<file path="src/rtl/rv32_mem_arbiter.sv">
// rtl/rv32_mem_arbiter.sv - IF/DM arbiter for one single-port SRAM with LAT-deep read tag pipeline.
// Optional starvation guard for fetch is built when ARB_STARVE_GUARD_EN is defined.
module rv32_mem_arbiter #(
  parameter int ADDR_W     = 32,
  parameter int LAT        = 1,
  parameter int STARVE_MAX = 4
) (
  input  logic              clk,
  input  logic              rst,
  input  logic              if_req,
  input  logic [ADDR_W-1:0] if_addr,
  output logic              if_gnt,
  output logic              if_rvalid,
  output logic [31:0]       if_rdata,
  input  logic              dm_req,
  input  logic              dm_we,
  input  logic [3:0]        dm_be,
  input  logic [ADDR_W-1:0] dm_addr,
  input  logic [31:0]       dm_wdata,
  output logic              dm_gnt,
  output logic              dm_rvalid,
  output logic [31:0]       dm_rdata,
  output logic              mem_en,
  output logic              mem_we,
  output logic [3:0]        mem_be,
  output logic [ADDR_W-3:0] mem_addr,
  output logic [31:0]       mem_wdata,
  input  logic [31:0]       mem_rdata
);

  logic starve_force;

`ifdef ARB_STARVE_GUARD_EN
  localparam int CW = $clog2(STARVE_MAX + 1);

  logic [CW-1:0] starve_cnt_q, starve_cnt_d;

  assign starve_force = if_req && (starve_cnt_q == CW'(STARVE_MAX));

  always_comb begin
    starve_cnt_d = '0;
    if (if_req && !if_gnt) begin
      starve_cnt_d = (starve_cnt_q == CW'(STARVE_MAX)) ? starve_cnt_q : starve_cnt_q + 1'b1;
    end
  end

  always_ff @(posedge clk or posedge rst) begin
    if (rst) starve_cnt_q <= '0;
    else     starve_cnt_q <= starve_cnt_d;
  end
`else
  assign starve_force = 1'b0;
`endif

  // Grants are forced low during reset so the pipeline sees no access.
  always_comb begin
    dm_gnt = !rst && dm_req && !starve_force;
    if_gnt = !rst && if_req && !dm_gnt;
  end

  always_comb begin
    mem_en    = if_gnt || dm_gnt;
    mem_we    = 1'b0;
    mem_be    = 4'h0;
    mem_addr  = if_addr[ADDR_W-1:2];
    mem_wdata = dm_wdata;
    if (dm_gnt) begin
      mem_we   = dm_we;
      mem_be   = dm_be;
      mem_addr = dm_addr[ADDR_W-1:2];
    end else if (if_gnt) begin
      mem_be   = 4'hF;
    end
  end

  // Owner bit: 1 = DM, 0 = IF.
  logic [LAT-1:0] tag_vld_q, tag_vld_d;
  logic [LAT-1:0] tag_own_q, tag_own_d;

  always_comb begin
    tag_vld_d    = '0;
    tag_own_d    = '0;
    tag_vld_d[0] = if_gnt || (dm_gnt && !dm_we);
    tag_own_d[0] = dm_gnt;
    for (int i = 1; i < LAT; i++) begin
      tag_vld_d[i] = tag_vld_q[i-1];
      tag_own_d[i] = tag_own_q[i-1];
    end
  end

  always_ff @(posedge clk or posedge rst) begin
    if (rst) begin
      tag_vld_q <= '0;
      tag_own_q <= '0;
    end else begin
      tag_vld_q <= tag_vld_d;
      tag_own_q <= tag_own_d;
    end
  end

  assign if_rvalid = tag_vld_q[LAT-1] && !tag_own_q[LAT-1];
  assign dm_rvalid = tag_vld_q[LAT-1] &&  tag_own_q[LAT-1];
  assign if_rdata  = mem_rdata;
  assign dm_rdata  = mem_rdata;

  logic unused_addr_lsbs;
  assign unused_addr_lsbs = ^{if_addr[1:0], dm_addr[1:0]};

endmodule

</file>
<file path="config.mk">
export PLATFORM = sky130hd
export DESIGN_NAME = rv32_mem_arbiter
export DESIGN_NICKNAME = d
export VERILOG_FILES = /design/src/rtl/rv32_mem_arbiter.sv
export SDC_FILE = /design/constraint.sdc
export NUM_CORES = 1
export LEC_CHECK = 0
export CAP_MARGIN = 25
export CELL_PAD_IN_SITES_DETAIL_PLACEMENT = 0
export CELL_PAD_IN_SITES_GLOBAL_PLACEMENT = 1
export CORE_MARGIN = 2
export CORE_UTILIZATION = 12
export CTS_CLUSTER_SIZE = 20
export DETAILED_ROUTE_END_ITERATION = 16
export PLACE_DENSITY = 0.87
export SYNTH_ARGS = -nofsm -noshare
export SYNTH_HDL_FRONTEND = slang
export SYNTH_SLANG_ARGS = --single-unit
</file>
<file path="constraint.sdc">
create_clock -name clk -period 3.3 [get_ports clk]
set_clock_uncertainty 0.15 [all_clocks]
set_input_delay 0.66 -clock clk [delete_from_list [all_inputs] [get_ports clk]]
set_output_delay 0.66 -clock clk [all_outputs]
set_load 0.01 [all_outputs]
</file>
==> key figures, run 1 <==
GRT
  • Initial antenna violation count: 0
  • Tot GR Track Use: 6.12%
  • Global-route wire length before repair: about 5.9 mm
  • Largest net degree at the start of global routing: 18
  • Vias in the first global route: between 1k and 1.5k
  • GRT Residual Overflow: 0

Clock tree
  • Clk root buf: clkbuf_16
  • CTS clk-pin slew, worst paths: 0.03 ns
  • Sink Count: 2
  • Setup Buffers After CTS: 0
  • PostCTS Resize Cnt: 0
  • Htree depth: 1
  • CTS Hold Bufs: 0
  • CTS max path bufs: 2
  • CTS tree: done
  • Num CTS Buffers: 3

Yosys
  • Ys Warns: 0
  • Post-synth net total: just under 300
  • Post-Synth XOR/XNOR Area: 0%
  • Compound-cell area share of the yosys netlist: 2.01%
  • Synth Register Bits: 2
  • Distinct cells, synth: 15
  • Post-Syn Area: 1370 um2
  • Largest family of logic cells by synthesized area: buffers and inverters
  • Sequential share of the synthesized area: 3.66%
  • Cells after synthesis: 152
  • Post-Syn Area per Cell: 9.00 um2
  • Synth Area in Simple Gates: 4.76%
  • Adder-cell area share of the yosys netlist: 0%
  • Multiplexer area fraction after synthesis: between 30% and 40%

Die
  • Die area: 12300 um2
  • Die width: 111 um
  • Num rows: 38
  • Die H: 111 um
  • Ports: 273
  • CORE AREA: 11000 um2
  • Initial Util: 12.5%

Final layout
  • Share of cells above drive strength 1: 22.9%
  • Area growth, synth to finish: 45.0%
  • Filler cells: ~1.2k
  • N_diodes: 0
  • Commonest cells after routing, fill and taps aside: 108 x clkdlybuf4s50_1, 29 x mux2_4, 4 x nand2_1, 4 x a21oi_1
  • Most common cell after layout, fill and taps aside: clkdlybuf4s50_1
  • Nets@finish: 305

STA
  • Final min period: 3.12 ns
  • Setup TNS: 0 ns
  • Final setup viols: 0
  • Slew of the pin with the lowest slew margin: 0.182 ns
  • Fin crit share: a little over nine tenths
  • Final hold vios: 0
  • Worst setup margin: 0.180 ns
  • Slew margin rel.: 87.8%
  • Fmax achieved: 321 MHz
  • Max-slew violations: 0
  • Unrepaired setup endpoints after global routing: false

Pwr
  • Lkg Pwr: between 0.8 and 0.9 nW
  • PwrDens: ~230 nW/um2
  • Tot Pwr: 0.000464 W
  • Max VDD drop: roughly 0.00019 V

Placed design
  • Port Buffers: approximately 110
  • Gpl congestion: 0.884
  • Post-detail-place hpwl: 3.54 mm
  • Setup WS pre-CTS: 0.159 ns

Worst setup path
  • Most common cell on crit path: clkdlybuf4s50_1
  • Slowest cell on the critical path: clkdlybuf4s50_1
  • Critical path launch point type: input pin
  • CP Max Fanout: 17
  • Slowest Stage Delay on Critical Path: 0.48 ns
  • Critical Path AT: 2.31 ns
  • Endpoint class of the critical path: output pin
  • Kind of critical path: input pin to output pin
  • CP cell instances: clkdlybuf4s50_1, nand2b_4, buf_12, mux2_2, clkdlybuf4s50_1
  • WP data required: 2.49 ns

Routing
  • Drt first-iter violations: 63
  • DRC Markers: 0
  • Vias per inst: roughly 3.3
  • Wire length per cell: between 10 and 15 um
  • Met2 WL post-DR: 1.90 mm
  • Final ANT Viol Nets: 0
  • Top sig layer: met4
  • Routed wire length: approximately 4.1 mm
  • Met1 WL: 1.13 mm
  • Vias: slightly below 1k
  • Met3 wire len: 731 um
  • DRT Pass-1 Iters: 4

Run status
  • Status: complete, no violations

Job
  • Max Cap Viol: 0

Min path
  • Hold crit path type: input pin to async pin
[synthesized netlist by cell type]
cell type	number	area, um2
a211oi_1	1	7.51
a21oi_1	4	20.0
and2_1	2	12.5
buf_2	1	5.00
buf_4	96	721
buf_6	4	45.0
dfrtp_1	2	50.1
inv_1	2	7.51
mux2_2	1	11.3
mux2_4	29	435
nand2_1	4	15.0
nand2b_1	1	6.26
nand2b_4	1	13.8
nor2_1	3	11.3
nor2b_1	1	6.26
[per-stage QoR]
stage | area (um2) | util (%) | cells | hold WS [ns]
global placement | 1910 | 17.4 | 303 | 0.870
finish | 1980 | 18.1 | 306 | 0.640
floorplan | 1370 | - | 152 | 0.372
global route | 1980 | 18.1 | 306 | 0.680
CTS | 1980 | 18.1 | 306 | 0.649
detailed placement | 1910 | 17.4 | 303 | 0.887
[state kept, by name, indices dropped and copies added, names as in the netlist]
name and flops:
tag_own_q 1, tag_vld_q 1
[layer usage]
metal | global-route usage (%) | up-vias
met4 | 6.00 | 0
met5 | 0 | -
li1 | - | 420
met2 | 10.1 | 126
met3 | 3.66 | 48
met1 | 4.94 | 401
[final timing paths]
| check | startpoint | endpoint | slack [ns] | cells after the start |
|---|---|---|---|---|
| hold / removal | rst | tag_own_q$_DFF_PP0_ | 0.64 | 3 |
| min in group clk | dm_we | tag_vld_q$_DFF_PP0_ | 0.91 | 2 |
| max in group asynchronous | rst | tag_vld_q$_DFF_PP0_ | 2.25 | 3 |
| setup / recovery | rst | mem_addr[29] | 0.18 | 5 |
[layout make-up]
| type | instances | area [um2] | share of cell area (%) |
|---|---|---|---|
| tap | 140 | 175 | 8.83 |
| clock buffer | 3 | 75.1 | 3.79 |
| timing repair buffer | 112 | 1140 | 57.3 |
| inverter | 2 | 7.51 | 0.379 |
| sequential | 2 | 50.0 | 2.52 |
| multi-input combinational | 47 | 539 | 27.2 |
[cell families (layout without fill, tap and decap cells)]
family	count (synthesis)	count (layout)
muxes	30	30
and+or+nand+nor	12	12
buffers and inverters	103	117
AOI/OAI and AO/OA	5	5
DFF	2	2
[critical path: cells and delay by family]
| family | cells | cell delay (ns) |
|---|---|---|
| buffers and inverters | 3 | 1.14 |
| muxes | 1 | 0.34 |
| and+or+nand+nor | 1 | 0.16 |
[where the power goes]
part           switching, W  internal [W]
Sequential      0.000000468     0.0000262
Clock             0.0000307      0.000154
Combinational     0.0000721      0.000180
Total              0.000103      0.000360
No activity file was read; power rests on OpenSTA's default activity.
==> run 2: changes to the inputs <==
==> constraint.sdc (replaced) <==
create_clock -name clk -period 3.8 [get_ports clk]
set_clock_uncertainty 0.15 [all_clocks]
set_input_delay 0.76 -clock clk [delete_from_list [all_inputs] [get_ports clk]]
set_output_delay 0.76 -clock clk [all_outputs]
set_load 0.01 [all_outputs]
==> run 2 against run 1 <==
  * Core utilization down 0.18 points
  * Power decreased by 14%
  * Sequential cell count did not move
  * Count of clock-buffer cells in the layout unchanged
  * Critical endpoint unchanged
==> key figures, run 2 (synthesized netlist as in run 1, its figures left out) <==
GRT
  • Vias in the first global route: 1040
  • Global-route wire length before repair: 6.00 mm
  • Initial antenna violation count: 0
  • Largest net degree at the start of global routing: 32
  • GRT Residual Overflow: 0
  • Tot GR Track Use: 6.15%

Pwr
  • Reg power frac: under 10%
  • Combinational power share: 54.1%
  • Internal Pwr Total: 0.000311 W
  • Max VDD drop: 0.000225 V
  • PwrDens: 204 nW/um2
  • Sw Ratio: 22.2%
  • Clock network fraction of total power: 40.1%
  • Switching pwr: 0.0000888 W
  • Lkg Pwr: 0.819 nW

Clock tree
  • CTS clk-pin slew, worst paths: 0.03 ns
  • CTS max path bufs: 2
  • Htree depth: 1
  • Setup Buffers After CTS: 0
  • Clk root buf: clkbuf_16
  • PostCTS Resize Cnt: 0
  • CTS tree: done
  • CTS Hold Bufs: 0
  • Num CTS Buffers: 3
  • Sink Count: 2

Min path
  • Hold crit path type: input pin to async pin

Routing
  • Final ANT Viol Nets: 0
  • Vias: 973
  • Drt first-iter violations: 27
  • Routed wire length: 4.09 mm
  • Vias per inst: 3.19
  • DRC Markers: 0
  • DRT Pass-1 Iters: 4
  • Wire length per cell: 13.4 um

STA
  • Worst setup margin: 0.429 ns
  • Fin crit share: 88.7%
  • Final hold vios: 0
  • Unrepaired setup endpoints after global routing: false
  • Final min period: between 3 and 4 ns
  • Setup TNS: 0 ns
  • Max-slew violations: 0
  • Slew of the pin with the lowest slew margin: around 0.23 ns
  • Final setup viols: 0
  • Slew margin rel.: a little over four fifths
  • Fmax achieved: 297 MHz

Final layout
  • Largest regs: tag_own_q (1), tag_vld_q (1)
  • Filler cells: about 1.2k
  • Most common cell after layout, fill and taps aside: clkdlybuf4s50_1
  • Commonest cells after routing, fill and taps aside: 108 x clkdlybuf4s50_1, 29 x mux2_4, 4 x nand2_1, 4 x a21oi_1
  • Share of cells above drive strength 1: 22.4%
  • Nets@finish: 304
  • Fin util: around 18%
  • N_diodes: 0
  • Final Cell Area: 1960 um2
  • Multi-input logic area: 539 um2
  • FF+latch area: 50.0 um2
  • Area growth, synth to finish: 43.5%

Die
  • Die width: 111 um
  • CORE AREA: 11000 um2
  • Die H: 111 um
  • Num rows: 38
  • Ports: ~270
  • Initial Util: 12.5%
  • Die area: roughly 12000 um2

Worst setup path
  • CP cell instances: clkdlybuf4s50_1, nand2b_4, buf_12, mux2_2, clkdlybuf4s50_1
  • Critical path launch point type: input pin
  • Endpoint class of the critical path: output pin
  • CP Buf/Inv Count: 3
  • Kind of critical path: input pin to output pin
  • Most common cell on crit path: clkdlybuf4s50_1
  • CP Max Fanout: 31
  • Slowest cell on the critical path: clkdlybuf4s50_1
  • Slowest Stage Delay on Critical Path: 0.48 ns
  • Delay-heaviest family, CP: buffers and inverters
  • Critical Path AT: 2.46 ns
  • WP data required: a little under 3 ns

Placed design
  • Port Buffers: 108
  • Post-detail-place hpwl: 3.50 mm
  • Area after DPL: 1890 um2
  • Gpl congestion: 0.878
  • Setup WS pre-CTS: 0.413 ns

Job
  • Max Cap Viol: 0

Run status
  • Status: complete, no violations
==> run 2: cell count changes in the layout (fill, tap and decap cells not counted) <==
| cell | delta |
|---|---|
| buf_12 | -1 |
==> run 2: per-stage QoR <==
step | power, W | hold slack (ns) | instances
detailed placement | 0.000241 | 0.971 | 302
global placement | 0.000240 | 0.966 | 302
CTS | 0.000405 | 0.736 | 305
global route | 0.000416 | 0.759 | 305
finish | 0.000400 | 0.733 | 305
floorplan | 0.000208 | 0.472 | 152
==> run 2: path summary, 6_finish.rpt <==
| path | endpoint | from | depth (start not counted) | slack, ns |
|---|---|---|---|---|
| max in group asynchronous | tag_vld_q$_DFF_PP0_ | rst | 3 | 2.65 |
| setup / recovery | mem_addr[29] | rst | 5 | 0.43 |
| hold / removal | tag_own_q$_DFF_PP0_ | rst | 3 | 0.73 |
| min in group clk | tag_vld_q$_DFF_PP0_ | dm_we | 2 | 1.01 |
==> run 2: final cells by class <==
| class | instances | share of cell area, % |
|---|---|---|
| inverter | 2 | 0.382 |
| sequential | 2 | 2.55 |
| timing repair buffer | 111 | 56.9 |
| tap | 140 | 8.92 |
| multi-input combinational | 47 | 27.5 |
| clock buffer | 3 | 3.82 |
==> run 2: metal layers <==
metal	vias to the layer above	part of all wire (%)	GRT usage, %
met1	387	29	5.00
li1	416	-	-
met4	0	7.7	5.25
met5	-	0	0
met3	45	17	3.77
met2	125	46	10.4
==> run 2: power groups by stage <==
stage	sequential [W]	clock, W	combinational (W)
global placement	0.0000233	0	0.000216
detailed placement	0.0000234	0	0.000218
CTS	0.0000232	0.000163	0.000219
finish	0.0000232	0.000160	0.000216
global route	0.0000236	0.000165	0.000228
floorplan	0.0000233	0	0.000185
==> run 3: changes to the inputs <==
--- a/config.mk
+++ b/config.mk
@@ -8,11 +8,12 @@
 export CAP_MARGIN = 25
 export CELL_PAD_IN_SITES_DETAIL_PLACEMENT = 0
 export CELL_PAD_IN_SITES_GLOBAL_PLACEMENT = 1
-export CORE_MARGIN = 2
+export CORE_MARGIN = 3
 export CORE_UTILIZATION = 12
 export CTS_CLUSTER_SIZE = 20
 export DETAILED_ROUTE_END_ITERATION = 16
 export PLACE_DENSITY = 0.87
+export RECOVER_POWER = 50
 export SYNTH_ARGS = -nofsm -noshare
 export SYNTH_HDL_FRONTEND = slang
 export SYNTH_SLANG_ARGS = --single-unit
==> run 3 against run 2 <==
  * Largest cell class unchanged
  * Design area up 0.19%
  * Via count fell by 0.92%
  * Critical path depth did not move
  * Clock power decreased by 3%
  * Non-clock buffer count up 1
  * Global-route usage decreased by 0.21 points
  * First-iteration DRC count decreased by 63%
  * Die area rose by 3.6%
  * Worst setup slack got worse by 0.20 ns
  * Sequential cell count stayed put
  * Sequential power barely moved
==> key figures, run 3 (synthesized netlist as in run 1, its figures left out) <==
Clock tree
  • CTS clk-pin slew, worst paths: 0.03 ns
  • CTS tree: done
  • Htree depth: 1
  • Clk root buf: clkbuf_16
  • Setup Buffers After CTS: 0
  • CTS Hold Bufs: 0
  • PostCTS Resize Cnt: 0
  • CTS max path bufs: 2
  • Num CTS Buffers: 3
  • Sink Count: 2

Final layout
  • N_diodes: 0
  • Finished Layout Cells: 306
  • Fin util: 17.9%
  • Largest regs: tag_own_q (1), tag_vld_q (1)
  • Commonest cells after routing, fill and taps aside: 107 x clkdlybuf4s50_1, 29 x mux2_4, 4 x nand2_1, 4 x a21oi_1
  • Share of cells above drive strength 1: 22.3%
  • Area growth, synth to finish: 43.8%
  • Most common cell after layout, fill and taps aside: clkdlybuf4s50_1
  • Nets@finish: around 300

Placed design
  • Dpl cells: 303
  • Gpl congestion: 0.790
  • Post-detail-place hpwl: 3.84 mm
  • Port Buffers: 108

GRT
  • Largest net degree at the start of global routing: 17
  • Initial antenna violation count: 0
  • Vias in the first global route: 1052
  • Tot GR Track Use: between 5 and 6%
  • GRT Residual Overflow: 0
  • Global-route wire length before repair: just under 6 mm

Worst setup path
  • Critical Path AT: 2.67 ns
  • Critical path launch point type: input pin
  • Endpoint class of the critical path: output pin
  • WP data required: 2.89 ns
  • Kind of critical path: input pin to output pin
  • CP Max Fanout: 16

Pwr
  • Lkg Pwr: 0.820 nW
  • Max VDD drop: about 0.00040 V
  • PwrDens: 202 nW/um2

Routing
  • Top sig layer: met4
  • Met3 wire len: 640 um
  • Met2 WL post-DR: 2.01 mm
  • Vias: 964
  • DRT Pass-1 Iters: 2
  • Final ANT Viol Nets: 0
  • Met1 WL: between 1 and 1.5 mm
  • DRC Markers: 0
  • Drt first-iter violations: 10
  • Vias per inst: about 3.2
  • Routed wire length: 4.30 mm
  • Wire length per cell: 14.1 um

STA
  • Setup TNS: 0 ns
  • Slew margin rel.: between 70 and 80%
  • Max-slew violations: 0
  • Fin crit share: about 94%
  • Final setup viols: 0
  • Unrepaired setup endpoints after global routing: false
  • Slew of the pin with the lowest slew margin: 0.332 ns
  • Fmax achieved: 280 MHz
  • Final min period: 3.58 ns
  • Final hold vios: 0

Die
  • CORE AREA: approximately 11000 um2
  • Ports: between 200 and 300
  • Die H: 113 um
  • Die area: ~13000 um2
  • Die width: around 110 um
  • Num rows: 38
  • Initial Util: around 12%

Run status
  • Status: complete, no violations

Job
  • Max Cap Viol: 0

Min path
  • Hold crit path type: input pin to async pin
## run 3: changes by cell type in the layout (fill, tap and decap cells not counted), sizes merged
cell / before / now
dlygate4sd3: 0 / 1
clkbuf: 3 / 4
clkdlybuf4s50: 108 / 107
## run 3: routing by layer
| metal | GRT usage [%] | vias up |
|---|---|---|
| li1 | - | 417 |
| met4 | 4.57 | 0 |
| met2 | 10.1 | 101 |
| met5 | 0 | - |
| met1 | 5.51 | 394 |
| met3 | 2.73 | 52 |
## run 3: worst max path at each step
stage | startpoint | slack, ns | to | cells past startpoint
finish | rst | 0.22 | mem_addr[21] | 5
global route | rst | 0.14 | mem_addr[26] | 5
CTS | rst | 0.28 | mem_addr[21] | 5
detailed placement | rst | 0.28 | mem_addr[21] | 5
global placement | rst | 0.29 | mem_addr[29] | 5
floorplan | rst | 1.40 | mem_addr[0] | 4
## run 3: through the flow
stage | hold WS (ns) | instance area [um2] | worst slack (ns) | total power [W]
after detailed placement | 0.972 | 1900 | 0.279 | 0.000249
after global routing | 0.999 | 1970 | 0.135 | 0.000418
after floorplan | 0.472 | 1370 | 1.40 | 0.000208
after CTS | 0.746 | 1970 | 0.278 | 0.000407
after global placement | 0.964 | 1900 | 0.294 | 0.000246
final | 0.936 | 1970 | 0.225 | 0.000398
## run 3: critical path: stages
cell and delay, ns:
dlygate4sd3_1 0.55, nand2b_4 0.33, buf_4 0.23, mux2_4 0.30
clkdlybuf4s50_1 0.48
## run 3: power breakdown
group,switching (W),leakage (nW),internal (W)
clock network,0.0000211,0.0370,0.000134
registers,0.000000509,0.0256,0.0000227
logic,0.0000659,0.758,0.000154
total,0.0000876,0.820,0.000311
## run 3: final cells by class
class,instances,area (um2)
inverter,2,7.51
clock buffer,3,75.1
sequential,2,50.0
timing repair buffer,112,1120
fill,1227,9020
tap,140,175
multi-input combinational,47,539
